**config.mk**
```make
export PLATFORM = sky130hd
export DESIGN_NAME = trisc_seq_ctrl
export DESIGN_NICKNAME = d
export VERILOG_FILES = /design/src/rtl/trisc_pkg.sv /design/src/rtl/trisc_cw_decode.sv /design/src/rtl/trisc_seq_ctrl.sv
export SDC_FILE = /design/constraint.sdc
export NUM_CORES = 1
export LEC_CHECK = 0
export ABC_AREA = 1
export CORE_ASPECT_RATIO = 1.25
export CORE_MARGIN = 8
export CORE_UTILIZATION = 45
export CTS_CLUSTER_SIZE = 12
export DETAILED_ROUTE_END_ITERATION = 10
export PLACE_DENSITY = 0.79
export RECOVER_POWER = 25
export SYNTH_ARGS = -nofsm -noshare
export SYNTH_HDL_FRONTEND = slang
export SYNTH_SLANG_ARGS = --single-unit
export TNS_END_PERCENT = 30
```
**constraint.sdc**
```tcl
create_clock -name clk -period 1.7 [get_ports clk]
set_input_delay 0.255 -clock clk [delete_from_list [all_inputs] [get_ports clk]]
set_output_delay 0.255 -clock clk [all_outputs]
set_load 0.005 [all_outputs]
```
**src/rtl/trisc_pkg.sv**
```systemverilog
// trisc_pkg: shared state encoding, opcodes and control-word bit indices for the TRISC sequencer
package trisc_pkg;

    localparam int WAIT_MAX_DFLT = 15;

    typedef enum logic [3:0] {
        S_IDLE, S_F1, S_F2, S_F3, S_DEC, S_E1, S_E2, S_E3, S_E4, S_HALT
    } state_e;

    localparam logic [0:3] OP_NOP   = 4'd0;
    localparam logic [0:3] OP_LOAD  = 4'd1;
    localparam logic [0:3] OP_STORE = 4'd2;
    localparam logic [0:3] OP_ADD   = 4'd3;
    localparam logic [0:3] OP_SUB   = 4'd4;
    localparam logic [0:3] OP_JMP   = 4'd5;
    localparam logic [0:3] OP_JZ    = 4'd6;
    localparam logic [0:3] OP_HALT  = 4'd7;

    localparam int CW_PC_INC  = 0;
    localparam int CW_PC_LOAD = 1;
    localparam int CW_MAR_LD  = 2;
    localparam int CW_MEM_RD  = 3;
    localparam int CW_MEM_WR  = 4;
    localparam int CW_IR_LD   = 5;
    localparam int CW_ACC_LD  = 6;
    localparam int CW_ALU_SUB = 7;
    localparam int CW_MDR_LD  = 8;
    localparam int CW_ACC_OE  = 9;
    localparam int CW_B_LD    = 10;
    localparam int CW_PC_OE   = 11;
    localparam int CW_IR_OE   = 12;
    localparam int CW_MDR_OE  = 13;
    localparam int CW_HALT    = 14;

    typedef logic [0:14] cw_t;

endpackage

```
**src/rtl/trisc_cw_decode.sv**
```systemverilog
// trisc_cw_decode: pure combinational state + latched opcode -> control word C[0:14]
module trisc_cw_decode
    import trisc_pkg::*;
(
    input  state_e     state_i,
    input  logic [0:3] op_i,
    input  logic       hold_i,
    output cw_t        c_o
);

    always_comb begin
        c_o = '0;
        case (state_i)
            S_F1: begin
                c_o[CW_PC_OE]  = !hold_i;
                c_o[CW_MAR_LD] = !hold_i;
            end
            // Moore word: the datapath qualifies MDR_LD/PC_INC with MemReady during waits
            S_F2: begin
                c_o[CW_MEM_RD] = 1'b1;
                c_o[CW_MDR_LD] = 1'b1;
                c_o[CW_PC_INC] = 1'b1;
            end
            S_F3: begin
                c_o[CW_MDR_OE] = 1'b1;
                c_o[CW_IR_LD]  = 1'b1;
            end
            S_E1: begin
                c_o[CW_IR_OE]   = 1'b1;
                c_o[CW_PC_LOAD] = op_i == OP_JMP || op_i == OP_JZ;
                c_o[CW_MAR_LD]  = !(op_i == OP_JMP || op_i == OP_JZ);
            end
            S_E2: begin
                c_o[CW_ACC_OE] = op_i == OP_STORE;
                c_o[CW_MEM_WR] = op_i == OP_STORE;
                c_o[CW_MEM_RD] = op_i != OP_STORE;
                c_o[CW_MDR_LD] = op_i != OP_STORE;
            end
            S_E3: begin
                c_o[CW_MDR_OE] = 1'b1;
                c_o[CW_ACC_LD] = op_i == OP_LOAD;
                c_o[CW_B_LD]   = op_i != OP_LOAD;
            end
            S_E4: begin
                c_o[CW_ACC_LD]  = 1'b1;
                c_o[CW_ALU_SUB] = op_i == OP_SUB;
            end
            S_HALT: c_o[CW_HALT] = 1'b1;
            default: ;
        endcase
    end

endmodule

```
**src/rtl/trisc_seq_ctrl.sv**
```systemverilog
// trisc_seq_ctrl: multi-cycle fetch/decode/execute sequencer with wait-state timeout and single-step
module trisc_seq_ctrl
    import trisc_pkg::*;
#(
    parameter int WAIT_MAX = WAIT_MAX_DFLT
) (
    input  logic        clk,
    input  logic        rst_n,
    input  logic        run_i,
    input  logic        step_mode_i,
    input  logic        step_i,
    input  logic [0:3]  opcode_i,
    input  logic        zero_i,
    input  logic        mem_ready_i,
    output logic [0:14] c_o,
    output logic [0:3]  state_o,
    output logic        instr_done_o,
    output logic        halted_o,
    output logic        illegal_op_o,
    output logic        bus_err_o
);

    localparam int WW = $clog2(WAIT_MAX + 1);

    state_e        state_q, state_d;
    logic [WW-1:0] wait_q, wait_d;
    logic [0:3]    op_q, op_d;
    logic          hold_q, hold_d, step_q, bus_err_q, bus_err_d;
    logic          step_edge, mem_st;

    assign step_edge = step_i && !step_q;
    assign mem_st    = state_q == S_F2 || state_q == S_E2;

    always_ff @(posedge clk or negedge rst_n) begin
        if (!rst_n) begin
            state_q   <= S_IDLE;
            wait_q    <= '0;
            op_q      <= '0;
            hold_q    <= 1'b0;
            step_q    <= 1'b0;
            bus_err_q <= 1'b0;
        end else begin
            state_q   <= state_d;
            wait_q    <= wait_d;
            op_q      <= op_d;
            hold_q    <= hold_d;
            step_q    <= step_i;
            bus_err_q <= bus_err_d;
        end
    end

    always_comb begin
        state_d   = state_q;
        op_d      = op_q;
        hold_d    = hold_q;
        bus_err_d = bus_err_q;
        wait_d    = '0;
        case (state_q)
            S_IDLE: state_d = run_i ? S_F1 : S_IDLE;
            S_F1: begin
                if (!hold_q) state_d = S_F2;
                else if (step_edge) hold_d = 1'b0;
            end
            S_F2: state_d = mem_ready_i ? S_F3 : S_F2;
            S_F3: state_d = S_DEC;
            S_DEC: begin
                op_d = opcode_i;
                case (opcode_i)
                    OP_LOAD, OP_STORE, OP_ADD, OP_SUB, OP_JMP: state_d = S_E1;
                    OP_JZ:   state_d = zero_i ? S_E1 : S_F1;
                    OP_HALT: state_d = S_HALT;
                    default: state_d = S_F1;
                endcase
            end
            S_E1: state_d = (op_q == OP_JMP || op_q == OP_JZ) ? S_F1 : S_E2;
            S_E2: if (mem_ready_i) state_d = (op_q == OP_STORE) ? S_F1 : S_E3;
            S_E3: state_d = (op_q == OP_LOAD) ? S_F1 : S_E4;
            S_E4: state_d = S_F1;
            default: state_d = S_HALT;
        endcase
        if (mem_st && !mem_ready_i) begin
            wait_d = wait_q + 1'b1;
            if (wait_q == WW'(WAIT_MAX - 1)) begin
                state_d   = S_HALT;
                bus_err_d = 1'b1;
                wait_d    = '0;
            end
        end
        // Step mode is latched on every entry into the instruction boundary
        if (state_d == S_F1 && state_q != S_F1) hold_d = step_mode_i;
    end

    trisc_cw_decode u_cw_decode (
        .state_i (state_q),
        .op_i    (op_q),
        .hold_i  (hold_q),
        .c_o     (c_o)
    );

    assign state_o      = state_q;
    assign instr_done_o = state_q inside {S_DEC, S_E1, S_E2, S_E3, S_E4} && state_d == S_F1;
    assign illegal_op_o = state_q == S_DEC && opcode_i >= 4'd8;
    assign halted_o     = state_q == S_HALT;
    assign bus_err_o    = bus_err_q;

endmodule

```
==> metrics, run 1 <==
status did not finish; Fail Step 5_1_grt; Run Error [ERROR GRT-0232] Routing congestion too high. Check the congestion heatmap in the GUI.; Main synth FF type dfrtp_1; Total GRT Usage 0.5597; Port Buffers 33; RD Place Congestion ~0.96; clock buffer depth 2; Yosys reg bits 15; grt ovf 25; Mapped Area about 0.0010 mm2; syn nets roughly 170; io pins 34; H-tree depth 1; Ys Warns 0; number of antenna violations at the first check in global routing 1; Worst endpoint, post-GRT repair instr_done_o; Avg Cell Area, Syn 6.717 um2; Placed Cells between 200 and 300; sequential fraction of the synthesis area 0.3676; Synth Instances ~150; largest net degree at the start of global routing 16; die width 58.61 um; Initial Util 0.4668; hpwl dp 2801 um; FFs w/ async S/R, synth 1.000; CTS Buf Count 3; chip height ~69 um; EDFF count, synth 0; CTS root buf clkbuf_4; clk sinks 15; WEP type primary output; Row Count 19; post-synth cell types 27
through the flow:
step                  util  cell area [um2]  setup WS [ns]  setup TNS [ns]
CTS                 0.9005             1969        -0.3126          -2.312
detailed placement  0.7706             1685        -0.6639          -2.642
global placement    0.7706             1685        -0.5857          -2.260
floorplan                -             1021         0.1117               0
cell usage after synthesis (all sizes together), types with 2 or more instances:
cell type	count	area (um2)
buf	3	22.52
inv	26	97.59
nor3	3	15.01
nand3	12	70.07
ha	2	25.02
nand2	42	165.2
dfrtp	15	375.4
nand4	3	18.77
a21oi	3	15.01
nor2	28	117.6
o21ai	5	28.78
repair_timing:
| action | CTS |
|---|---|
| hold endpoints to repair | 0 |
| gates resized for setup | 79 |
| hold buffers | 0 |
| buffers inserted | 22 |
| pin swaps | 21 |
| endpoints found under the setup margin | 19 |
cells by family after synthesis:
group	share of synthesized area
buf+inv	0.1225
fa+ha+maj	0.02451
flops	0.3676
compound gates	0.07109
simple gates	0.3971
xor+xnor	0.01716
routing by layer:
layer / overflow / global-route usage
met5: 0 / 0
met4: 10 / 0.6427
met3: 0 / 0.4712
met2: 15 / 0.6716
met1: 0 / 0.5213
==> inputs of run 2 (changes only) <==
Settings changed: CORE_AREA from default to 8 8 69 71, CORE_ASPECT_RATIO 1.25 to default, CORE_MARGIN 8 to default, CORE_UTILIZATION 45 to default, CTS_CLUSTER_SIZE 12 to default, DIE_AREA from default to 0 0 77 79, PLACE_DENSITY 0.79 to default, PLACE_DENSITY_LB_ADDON from default to 0.15.
==> run 2 against run 1 <==
Effect of this change:
- the flow now finishes, with violations (negative setup slack)
- synthesized cell count unchanged
- synthesized area unchanged
==> metrics, run 2 <==
Port Buffers 33 (unchanged); EDFF count, synth 0 (unchanged); Hold Path End bus_err_o; xor/xnor share of the synthesized area 0.01716 (unchanged); first-pass GRT wire length 6437 um; io pins 34 (unchanged); Worst Hold Depth 2; Sequential cell area 376.6 um2; vias in the first global route 1,403; FF-to-FF End hold_q; simple-gate share of the synthesized area 0.3971 (unchanged); CP Data Arrival Time 1.74 ns; routed vias/inst 4.485; Adder-Cell Fraction of Synth Area 0.02451 (unchanged); Startpoint Class flip-flop; DR iter-0 viols 38; grt ovf 0; Synth Instances 152 (unchanged); post-synth top area cell dfrtp_1; number of antenna violations at the first check in global routing 0; Avg Cell Area, Syn 6.717 um2 (unchanged); largest family of logic cells by synthesized area simple AND/OR/NAND/NOR gates; Max Fclk 502.4 MHz; fin crit share 1.171; worst r2r src state_o[2]; Row Count 23 (+4); Static Leak about 1.1 nW; clock buffer depth 2 (unchanged); post-synth cell types 27 (unchanged); Initial Util 0.2688 (-0.1980); FFs w/ async S/R, synth 1.000 (unchanged); Post-CTS Hold Fix Bufs 0 (unchanged); CTS Buf Count 3 (unchanged); minimum clock period 1.990 ns; clk sinks 15 (unchanged); pre-CTS setup slack -0.6171 ns (+0.04675 ns); status finished, violations left; violated checks negative setup slack; share of the synthesized area in the top cell type 0.3676 (unchanged); die width 77 um (+31%); most frequent cell after synthesis nand2_1; Net Sw Power 139.6 uW; Worst Path Max Fanout 5; Max Cap Violations 0; 1st-pass router iterations 4; final WL about 4300 um; remaining antenna violation count after routing 0; die area roughly 0.0061 mm2; chip height 79 um (+14%); Clock power frac 0.410; setup ws final -0.2904 ns; hpwl dp 2925 um (+4.4%); Clock Latency Late Sink 0.24 ns; Main synth FF type dfrtp_1; DRC 0; CP required 1.44 ns; Worst Skew around 0.0046 ns; multi-input logic area between 700 and 800 um2; Final setup viols 9; Antenna Cells 0; Reg power frac 0.520; Setup crit start state_o[0]; CTS root buf clkbuf_8; Comb pwr share 0.070; Hold Vio Cnt, Final 0; syn nets 165 (unchanged); HP Start bus_err_o; Synth Area in Compound Gates 0.07108 (unchanged); routed via count approximately 1.4k; CTS tree built; Placed Cells 280 (+9.8%); layout cell share with drive strength beyond 1 0.5608; r2r setup slk -0.10 ns; worst vdd ir 0.0003640 V; mux cell area share after synthesis 0 (unchanged); count of non-filler cells in the finished layout 305; Reg clk slew, reported paths 0.06 ns; Max-slew headroom 0.4512; Total GRT Usage 0.1278; Mapped Area 0.001021 mm2 (unchanged); H-tree depth 1 (unchanged); worst slew pin tran roughly 0.82 ns; Yosys reg bits 15 (unchanged); most frequent cells in the layout buf_4 (57), nand2_1 (26), buf_6 (20); cell depth of the worst flop-to-flop path 14; core area approximately 0.0038 mm2; Hold WC Path Type flip-flop to flip-flop; most common cell after layout, fill and taps aside buf_4; critical path class flip-flop to primary output; RSZ-0062 raised after global routing true; NumNets Final 269; largest net degree at the start of global routing 16; PD cells 313.3 mW/mm2; Ys Warns 0 (unchanged); Worst Setup End Kind primary output; drt wl/cell 14.09 um; # fillers 358; Max Transition Viols Final 0; RD Place Congestion 0.7986 (-17%); Net Sw Frac 0.2024; top post-synthesis cells by area dfrtp_1 (37%), nand2_1 (15%), inv_1 (9.2%), nor2_1 (9.2%), nand3_1 (4.9%); sequential fraction of the synthesis area 0.3676 (unchanged); Area growth syn-to-layout 115.7%; Internal about 550 uW; Post-synth top cells nand2_1 (41), inv_1 (25), nor2_1 (25)
[run 2: logic make-up after synthesis]
| kind of cell | Yosys count |
|---|---|
| adders and majority gates | 2 |
| and+or+nand+nor | 91 |
| DFF | 15 |
| AOI/OAI and AO/OA | 12 |
| xor gates and xnor gates | 2 |
| buffers and inverters | 30 |
[run 2: worst max-delay path by stage]
stage                   end  cells after the start  slack (ns)
3_3_place_gp   instr_done_o                     10       -0.62
2_1_floorplan  instr_done_o                      8        0.11
4_1_cts              c_o[3]                      8       -0.25
3_5_place_dp   instr_done_o                     10       -0.62
6_report       instr_done_o                      9       -0.29
5_1_grt        instr_done_o                     10       -0.39
[run 2: area by class of cell]
class / instances / area share
timing repair buffer: 103 / 0.3989
multi-input combinational: 107 / 0.3369
sequential: 15 / 0.1710
inverter: 26 / 0.04432
tap: 50 / 0.02841
clock buffer: 4 / 0.02045
[run 2: repair_timing]
action,in CTS,in global routing
buffers inserted,15,7
pin swaps,6,18
gates resized for setup,78,61
endpoints found under the setup margin,19,17
[run 2: power groups by stage]
stage                     logic [mW]  registers [mW]  clock network [mW]
after detailed placement      0.0487           0.365                   0
after global routing          0.0533           0.358               0.315
after CTS                     0.0496           0.359               0.298
final                         0.0484           0.359               0.283
after floorplan              0.00776           0.365                   0
after global placement        0.0471           0.365                   0
[run 2: per-layer routing]
| metal | track usage | vias to the layer above | part of all wire |
|---|---|---|---|
| li1 | - | 680 | - |
| met2 | 0.2455 | 27 | 0.55 |
| met5 | 0 | - | 0 |
| met4 | 0.01509 | 0 | 0.022 |
| met3 | 0.03837 | 8 | 0.036 |
| met1 | 0.1384 | 653 | 0.39 |
[run 2: critical path, cell delays in order (launching register included)]
cell and delay, ns:
dfrtp_1 0.40, buf_4 0.16, buf_6 0.13, nand3_2 0.09, nand2_2 0.08, nor2_1 0.22
nand3_2 0.12, nand2_2 0.12, a211oi_2 0.04, buf_2 0.13
[run 2: stage by stage]
step / hold slack [ns] / utilization / power (mW) / setup TNS, ns / area, um2
after global routing: 0.4911 / 0.5797 / 0.7264 / -1.684 / 2202
after detailed placement: 0.4643 / 0.4618 / 0.4138 / -2.778 / 1754
after CTS: 0.3280 / 0.5290 / 0.7061 / -1.477 / 2009
after global placement: 0.4579 / 0.4618 / 0.4123 / -2.631 / 1754
final: 0.4715 / 0.5797 / 0.6900 / -0.7815 / 2202
after floorplan: -0.04059 / - / 0.3729 / 0 / 1021
Power figures use the tool's default switching activity.
